## src/rtl/clk_rst_pkg.sv

```systemverilog
// Shared types and helpers for the clock-enable / reset sequencer.
package clk_rst_pkg;

  localparam int DIV_W_DEF = 8;

  typedef enum logic [1:0] {RST_HOLD, RUN, HALT, STEP} state_t;

  // Width of a counter that must reach 'cycles' inclusive.
  function automatic int rst_cnt_w(input int cycles);
    return (cycles < 1) ? 1 : $clog2(cycles + 1);
  endfunction

endpackage

```

## src/rtl/clk_div_ch.sv

```systemverilog
// One clock-enable channel: free-running divider counter, phase match, gated ce strobe and tick.
module clk_div_ch
  import clk_rst_pkg::*;
#(
  parameter int               DIV_W   = DIV_W_DEF,
  parameter logic [DIV_W-1:0] DIV_RST = '0
)(
  input  logic             clock,
  input  logic             reset,
  input  logic             gate,
  input  logic             load,
  input  logic [DIV_W-1:0] ld_div,
  input  logic [DIV_W-1:0] ld_phase,
  output logic             hit,
  output logic             ce,
  output logic             tick
);

  logic [DIV_W-1:0] div, phase, cnt;
  logic             ce_nxt;

  assign hit    = (cnt == phase);
  assign ce_nxt = gate && hit;

  // The counter ignores gate so phase alignment survives a halt.
  always_ff @(posedge clock) begin
    if (reset) begin
      div   <= DIV_RST;
      phase <= '0;
      cnt   <= '0;
      ce    <= 1'b0;
      tick  <= 1'b1;
    end else begin
      ce   <= ce_nxt;
      tick <= tick ^ ce_nxt;
      if (load) begin
        div   <= ld_div;
        phase <= (ld_phase > ld_div) ? ld_div : ld_phase;
        cnt   <= '0;
      end else begin
        cnt <= (cnt == div) ? '0 : cnt + 1'b1;
      end
    end
  end

endmodule

```

## src/rtl/clk_rst_seq.sv

```systemverilog
// Programmable clock-enable channels with stretched core reset and run/halt/step gating.
module clk_rst_seq
  import clk_rst_pkg::*;
#(
  parameter int                      NUM_CH     = 2,
  parameter int                      DIV_W      = DIV_W_DEF,
  parameter logic [NUM_CH*DIV_W-1:0] DIV_INIT   = {8'd0, 8'd1},
  parameter int                      RST_CYCLES = 16,
  localparam int                     CH_W       = (NUM_CH > 1) ? $clog2(NUM_CH) : 1
)(
  input  logic              clock,
  input  logic              reset,
  input  logic              cfg_we,
  input  logic [CH_W-1:0]   cfg_ch,
  input  logic [DIV_W-1:0]  cfg_div,
  input  logic [DIV_W-1:0]  cfg_phase,
  input  logic              run,
  input  logic              step,
  output logic [NUM_CH-1:0] ce,
  output logic [NUM_CH-1:0] tick,
  output logic              core_rst,
  output logic              halted
);

  localparam int                RC_W = rst_cnt_w(RST_CYCLES);
  localparam logic [NUM_CH-1:0] CH0  = NUM_CH'(1);

  state_t            state, state_nxt;
  logic [RC_W-1:0]   rst_cnt, rst_cnt_nxt;
  logic              gate, step_hit;
  logic [NUM_CH-1:0] hit;

  assign gate     = (state != HALT);
  // Channel 0 phase match with an open gate is exactly "ce[0] issues on this edge".
  assign step_hit = |(hit & CH0);

  // Channel selects that do not exist simply never match.
  generate
    for (genvar c = 0; c < NUM_CH; c++) begin : g_ch
      clk_div_ch #(
        .DIV_W   (DIV_W),
        .DIV_RST (DIV_INIT[c*DIV_W +: DIV_W])
      ) u_ch (
        .clock    (clock),
        .reset    (reset),
        .gate     (gate),
        .load     (cfg_we && (cfg_ch == CH_W'(c))),
        .ld_div   (cfg_div),
        .ld_phase (cfg_phase),
        .hit      (hit[c]),
        .ce       (ce[c]),
        .tick     (tick[c])
      );
    end
  endgenerate

  always_comb begin
    state_nxt   = state;
    rst_cnt_nxt = rst_cnt;
    case (state)
      RST_HOLD: if (ce[0]) begin
        rst_cnt_nxt = rst_cnt + 1'b1;
        if (rst_cnt == RC_W'(RST_CYCLES - 1)) state_nxt = run ? RUN : HALT;
      end
      RUN:      if (!run) state_nxt = HALT;
      HALT:     if (run) state_nxt = RUN;
                else if (step) state_nxt = STEP;
      STEP:     if (step_hit) state_nxt = run ? RUN : HALT;
      default:  state_nxt = RST_HOLD;
    endcase
  end

  always_ff @(posedge clock) begin
    if (reset) begin
      state    <= RST_HOLD;
      rst_cnt  <= '0;
      core_rst <= 1'b1;
      halted   <= 1'b0;
    end else begin
      state    <= state_nxt;
      rst_cnt  <= rst_cnt_nxt;
      core_rst <= (state_nxt == RST_HOLD);
      halted   <= (state_nxt == HALT);
    end
  end

endmodule

```

## config.mk

```make
export PLATFORM = sky130hd
export DESIGN_NAME = clk_rst_seq
export DESIGN_NICKNAME = d
export VERILOG_FILES = /design/src/rtl/clk_rst_pkg.sv /design/src/rtl/clk_div_ch.sv /design/src/rtl/clk_rst_seq.sv
export SDC_FILE = /design/constraint.sdc
export NUM_CORES = 1
export LEC_CHECK = 0
export CORE_UTILIZATION = 50
export DETAILED_ROUTE_END_ITERATION = 16
export PLACE_DENSITY = 0.7
export SYNTH_ARGS = -nofsm -noshare
export SYNTH_HDL_FRONTEND = slang
export SYNTH_HIERARCHICAL = 1
export SYNTH_SLANG_ARGS = --single-unit
```

## constraint.sdc

```tcl
create_clock -name clock -period 2.4 [get_ports clock]
set_clock_uncertainty 0.05 [all_clocks]
set_input_delay 0.48 -clock clock [delete_from_list [all_inputs] [get_ports clock]]
set_output_delay 0.48 -clock clock [all_outputs]
set_load 0.1 [all_outputs]
```

==> results.py, run 1 <==
metrics = {
    "floorplanning": {
        "chipWidth_um": 83.4,
        "start_util_pct": 51.9,
        "fp-row-count": 29,
        "ios": 28,
        "dieArea_um2": 6960,
        "die_y_um": 83.4,
        "core_area_um2": 6390,
    },
    "power_and_ir_drop": {
        "netSwitchingFraction_pct": 29.3,
        "cellInternalPower_w": 0.00177,
        "p_seq_share_pct": 44.9,
        "power_density_nw_per_um2": 621,
        "power.share.clock_pct": 33.5,
        "power.switching_w": 0.000730,
        "power.leakage_nw": 1.59,
        "ir_drop_mv": 0.416,
        "combPwrFrac_pct": 21.6,
    },
    "cells_and_area": {
        "post-route-util_pct": 62.9,
        "areaGrowthSynthToFinish_pct": 21.1,
        "diodes": 0,
        "nNetsFinal": 453,
        "drive_gt1_share_pct": 15.7,
        "finalNonFillerCells": 492,
    },
    "setup_path": {
        "required_ps": 2580,
        "critPathArrivalTime_ps": 2430,
        "reg2reg_depth": 5,
        "crit_start": "cfg_div[2]",
        "rr_startpoint": "g_ch[1].u_ch/cnt[2]",
        "endpoint_kind": "flip-flop",
        "critPathKind": "in2reg",
        "critPathMaxFanout": 8,
        "startpoint_type": "input port",
    },
    "sta": {
        "min_period_ps": 2250,
        "clock.fmax_mhz": 445,
        "slew_headroom_pct": 61.3,
        "rsz0062_at_grt": "false",
        "worstMarginPinSlew_ps": 577,
        "layout_setup_ws_ps": 154,
        "fin_crit_sh_pct": 93.6,
        "hold_violations": 0,
        "slew_viol_final": 0,
        "setup_viol": 0,
        "fin_hold_ws_ps": 454,
    },
    "cts": {
        "cts_hold_buf": 0,
        "cts_tree": "yes",
        "path_clk_slew_ps": 70,
        "cts_made_buffers": 9,
        "clock-sinks": 61,
        "htreeDepth": 3,
        "clockRootBuffer": "clkbuf_8",
        "worstSkewPairLatency_ps": 320,
        "cts_buffer_depth": 2,
    },
    "place": {
        "port-buffer-count": 27,
        "placed_cells": 476,
        "hpwl_um": 5310,
        "place_congestion": 0.832,
        "pre_cts_ws_ps": -184,
    },
    "yosys": {
        "syn_area_per_cell_um2": 9.13,
        "syn-num-nets": 405,
        "yosys_warnings": 6,
        "synth_area_um2": 3320,
        "postSynthCellCount": 363,
    },
    "detailed_routing": {
        "vias": 2639,
        "drt_iter0_markers": 91,
        "postRouteAntennaNets": 0,
        "drt_pre_antenna_iters": 4,
        "via_per_inst": 5.36,
        "drc": 0,
        "drt-wirelength-per-cell_um": 14.2,
        "postRouteWirelength_um": 6980,
    },
    "global_route": {
        "grt_util_all_layers_pct": 22.1,
        "grt-ovfl-total": 0,
        "grt_max_degree": 23,
        "grt_pass1_wl_um": 12200,
        "antenna_found_initial": 0,
        "grt_pass1_vias": 2601,
    },
    "run": {
        "drv_cap": 0,
    },
    "min_path": {
        "hold_class": "reg2reg",
        "min_path_cells": 2,
        "min_from": "g_ch[1].u_ch/phase[3]",
    },
    "outcome": {
        "status": "finished, final reports clean",
    },
}
repair_timing:
item,4_1_cts,5_1_grt
buffers inserted,0,1
setup endpoints to repair,0,8
resized for setup,0,6
sequential cells by signal, indices dropped and copies added, names as in the netlist:
register,count
g_ch.u_ch/ce,2
core_rst,1
g_ch.u_ch/tick,2
state,2
rst_cnt,5
halted,1
g_ch.u_ch/phase,16
g_ch.u_ch/cnt,16
g_ch.u_ch/div,16
routing by layer:
layer / part of all wire [%] / GRT usage [%] / up-vias
met1: 47 / 28.8 / 1234
li1: - / - / 1355
met5: 0 / 0 / -
met3: 2.2 / 2.49 / 11
met4: 1.9 / 10.6 / 0
met2: 49 / 36.6 / 39
worst max-delay path, cell delays in order:
cell             delay [ps]
clkdlybuf4s50_1         510
inv_1                    60
ha_1                    320
nand4_1                 210
nor2_4                   80
a211oi_4                360
o21ai_0                 130
a311oi_1                270
cell usage in the layout (no fill, tap or decap), drive strengths merged, types with 4 or more instances in the layout:
master         instances
a211oi                 4
a21oi                  8
a311oi                16
and3                   6
buf                   30
clkbuf                10
clkdlybuf4s50         19
dfxtp                 61
ha                    20
inv                   23
mux2i                 16
nand2                  4
nand2b                 4
nand3                 23
nand4                 12
nor2                  58
nor2b                  4
o21ai                 22
xnor2                 38
xor2                  10
power by group through the flow:
stage	registers [W]	clock network (W)	logic, W
2_1_floorplan	0.00121	0	0.000292
3_3_place_gp	0.00114	0	0.000524
3_5_place_dp	0.00114	0	0.000535
5_1_grt	0.00113	0.000904	0.000594
6_report	0.00112	0.000836	0.000539
4_1_cts	0.00112	0.000858	0.000538
metrics by stage:
stage	power [W]	instance area (um2)	setup TNS [ps]
CTS	0.00252	3990	0
global placement	0.00167	3810	-2090
finish	0.00250	4020	0
floorplan	0.00150	3320	0
global route	0.00263	4020	0
detailed placement	0.00168	3810	-2560
final cells by class:
type | instances | area, um2
Sequential cell | 61 | 1220
Clock buffer | 10 | 128
Fill cell | 566 | 2370
Tap cell | 77 | 96.3
Multi-Input combinational cell | 265 | 1970
Clock inverter | 5 | 52.6
Timing Repair Buffer | 51 | 465
Inverter | 23 | 86.3
final timing paths:
path	endpoint	slack [ps]
worst max register to register	g_ch[1].u_ch/tick	830
worst min register to register	g_ch[1].u_ch/phase[3]	450
worst max-delay path	g_ch[1].u_ch/phase[1]	150
worst min-delay path	g_ch[1].u_ch/phase[3]	450
Power figures use the tool's default switching activity.
==> run 2: changes to the inputs <==
--- a/config.mk
+++ b/config.mk
@@ -5,9 +5,9 @@
 export SDC_FILE = /design/constraint.sdc
 export NUM_CORES = 1
 export LEC_CHECK = 0
-export CORE_UTILIZATION = 50
+export CORE_UTILIZATION = 35
 export DETAILED_ROUTE_END_ITERATION = 16
-export PLACE_DENSITY = 0.7
+export HOLD_SLACK_MARGIN = 0.1
 export SYNTH_ARGS = -nofsm -noshare
 export SYNTH_HDL_FRONTEND = slang
 export SYNTH_HIERARCHICAL = 1
==> constraint.sdc (replaced) <==
create_clock -name clock -period 2.57 [get_ports clock]
set_clock_uncertainty 0.05 [all_clocks]
set_input_delay 0.514 -clock clock [delete_from_list [all_inputs] [get_ports clock]]
set_output_delay 0.514 -clock clock [all_outputs]
set_load 0.1 [all_outputs]
==> run 2 against run 1 <==
  * The flow now finishes with violations (design-rule violations)
  * Global-route usage is 6.3 points lower
  * Flip-flop and latch count is the same
  * Sequential power down 6%
  * Combinational power down 8.9%
  * Via count fell by 0.80%
  * Critical endpoint is now g_ch[0].u_ch/phase[5]
  * Critical path type unchanged
  * Final cell count rose by 5.9%
==> results.py, run 2 (synthesis gave the netlist of run 1 again) <==
metrics = {
    "floorplanning": {
        "core_area_um2": 9200,
        "dieArea_um2": 9870,
        "die_y_um": 99.3,
        "fp-row-count": 35,
        "chipWidth_um": 99.3,
        "start_util_pct": 36.1,
        "ios": 28,
    },
    "sta": {
        "finalSetupTns_ps": 0,
        "clock.fmax_mhz": 435,
        "setup_viol": 0,
        "fin_crit_sh_pct": 89.4,
        "rsz0062_at_grt": "false",
        "hold_violations": 0,
        "slew_viol_final": 0,
        "fin_hold_ws_ps": 448,
        "slew_headroom_pct": 61.8,
        "min_period_ps": 2300,
        "worstMarginPinSlew_ps": 570,
    },
    "cells_and_area": {
        "drive_gt1_share_pct": 14.6,
        "final_cell_mix": "dfxtp_1, nor2_1, xnor2_1",
        "final_common_cell": "dfxtp_1",
        "seqCellArea_um2": 1220,
        "diodes": 0,
        "nNetsFinal": 448,
        "finalNonFillerCells": 521,
        "areaGrowthSynthToFinish_pct": 19.8,
        "reg_top3": "g_ch.u_ch/cnt x16, g_ch.u_ch/div x16, g_ch.u_ch/phase x16",
        "multiInputGateArea_um2": 1950,
        "n_fill_cell": 937,
    },
    "min_path": {
        "hold_class": "reg2reg",
    },
    "cts": {
        "clockRootBuffer": "clkbuf_8",
        "cts_buffer_depth": 2,
        "cts-resized-gates": 0,
        "cts_hold_buf": 0,
        "clock-sinks": 61,
        "cts_setup_buffers": 0,
        "worstSkewPairLatency_ps": 330,
        "path_clk_slew_ps": 70,
        "htreeDepth": 3,
        "cts_made_buffers": 9,
        "cts_tree": "yes",
    },
    "setup_path": {
        "endpoint_kind": "flip-flop",
        "worst-path-buf-inv": 2,
        "path_cells": "clkdlybuf4s50_1 -> inv_1 -> ha_1 -> nand4_4 -> a211oi_4 -> o21ai_0 -> a311oi_1",
        "startpoint_type": "input port",
        "max_stage_delay_ps": 600,
        "critPathKind": "in2reg",
        "critPathMaxFanout": 8,
        "required_ps": 2750,
        "cpLargestDelayFamily": "compound AO/OA/AOI/OAI gates",
        "critPathArrivalTime_ps": 2480,
        "crit_slowest_cell": "clkdlybuf4s50_1",
    },
    "outcome": {
        "violations": "design-rule violations",
        "status": "finished, violations left",
    },
    "place": {
        "place_congestion": 0.834,
        "port-buffer-count": 27,
        "placed_cells": 506,
        "hpwl_um": 5540,
    },
    "detailed_routing": {
        "via_per_inst": 5.02,
        "vias": 2618,
        "drt_pre_antenna_iters": 10,
        "postRouteWirelength_um": 7260,
        "drt_iter0_markers": 88,
        "drc": 1,
        "drt-wirelength-per-cell_um": 13.9,
        "postRouteAntennaNets": 0,
    },
    "global_route": {
        "grt_pass1_wl_um": 12200,
        "grt_util_all_layers_pct": 15.8,
        "antenna_found_initial": 0,
        "grt_pass1_vias": 2532,
        "grt_max_degree": 26,
        "grt-ovfl-total": 0,
    },
    "power_and_ir_drop": {
        "power_density_nw_per_um2": 588,
        "power.leakage_nw": 1.53,
        "ir_drop_mv": 0.224,
    },
    "run": {
        "drv_cap": 0,
    },
}
run 2: cell types whose count changed in the layout (fill, tap and decap cells not counted):
cell | before | now
o21ai_4 | 1 | 0
dlymetal6s2s_1 | 2 | 0
buf_4 | 28 | 25
nor2b_2 | 1 | 3
nor2b_4 | 2 | 0
o21ai_2 | 3 | 4
o21ai_0 | 15 | 16
clkdlybuf4s50_1 | 19 | 21
buf_12 | 2 | 0
o21ai_1 | 3 | 2
run 2: cell type report:
type | instances | area share, %
Sequential cell | 61 | 30.7
Timing Repair Buffer | 46 | 10.0
Inverter | 23 | 2.17
Clock inverter | 5 | 1.32
Multi-Input combinational cell | 265 | 49.1
Tap cell | 111 | 3.49
Clock buffer | 10 | 3.21
run 2: worst min-delay path, delay by kind of cell, from the launching register on:
kind               cells  cell delay (ps)
DFF                    1              320
AOI/OAI and AO/OA      1               50
and+or+nand+nor        1               80
run 2: power breakdown:
part           switching, W  internal, W  leakage (nW)
clock network      0.000361     0.000437        0.0919
logic              0.000289     0.000202         0.938
registers         0.0000469     0.000999         0.498
total              0.000696      0.00164          1.53
run 2: path summary, 6_finish.rpt:
path	slack, ps	depth (start not counted)	startpoint	to
min reg2reg	450	2	g_ch[1].u_ch/phase[0]	g_ch[1].u_ch/phase[0]
max	270	7	cfg_div[4]	g_ch[0].u_ch/phase[5]
max reg2reg	1020	5	g_ch[0].u_ch/cnt[2]	g_ch[0].u_ch/tick
min	450	2	g_ch[1].u_ch/phase[0]	g_ch[1].u_ch/phase[0]
run 2: per-layer routing:
layer | track usage [%] | share of wire (%) | vias up
met5 | 0 | 0 | -
met4 | 6.90 | 1.9 | 0
met3 | 3.09 | 3.4 | 10
met2 | 25.7 | 45 | 50
met1 | 20.4 | 49 | 1208
li1 | - | - | 1350
run 2: stage by stage:
stage | power [W] | utilization [%] | instance area [um2] | worst slack, ps
final | 0.00233 | 43.2 | 3970 | 273
after global routing | 0.00247 | 43.2 | 3970 | 165
after CTS | 0.00237 | 43.2 | 3970 | 269
after detailed placement | 0.00156 | 41.3 | 3790 | -94.0
after global placement | 0.00155 | 41.3 | 3790 | -26.0
after floorplan | 0.00140 | - | 3320 | 743
==> run 3: changes to the inputs <==
--- a/config.mk
+++ b/config.mk
@@ -8,6 +8,7 @@
 export CORE_UTILIZATION = 35
 export DETAILED_ROUTE_END_ITERATION = 16
 export HOLD_SLACK_MARGIN = 0.1
+export SLEW_MARGIN = 20
 export SYNTH_ARGS = -nofsm -noshare
 export SYNTH_HDL_FRONTEND = slang
 export SYNTH_HIERARCHICAL = 1
==> results of run 3 <==
No change in the layout: final DEF, timing and power equal those of run 2.
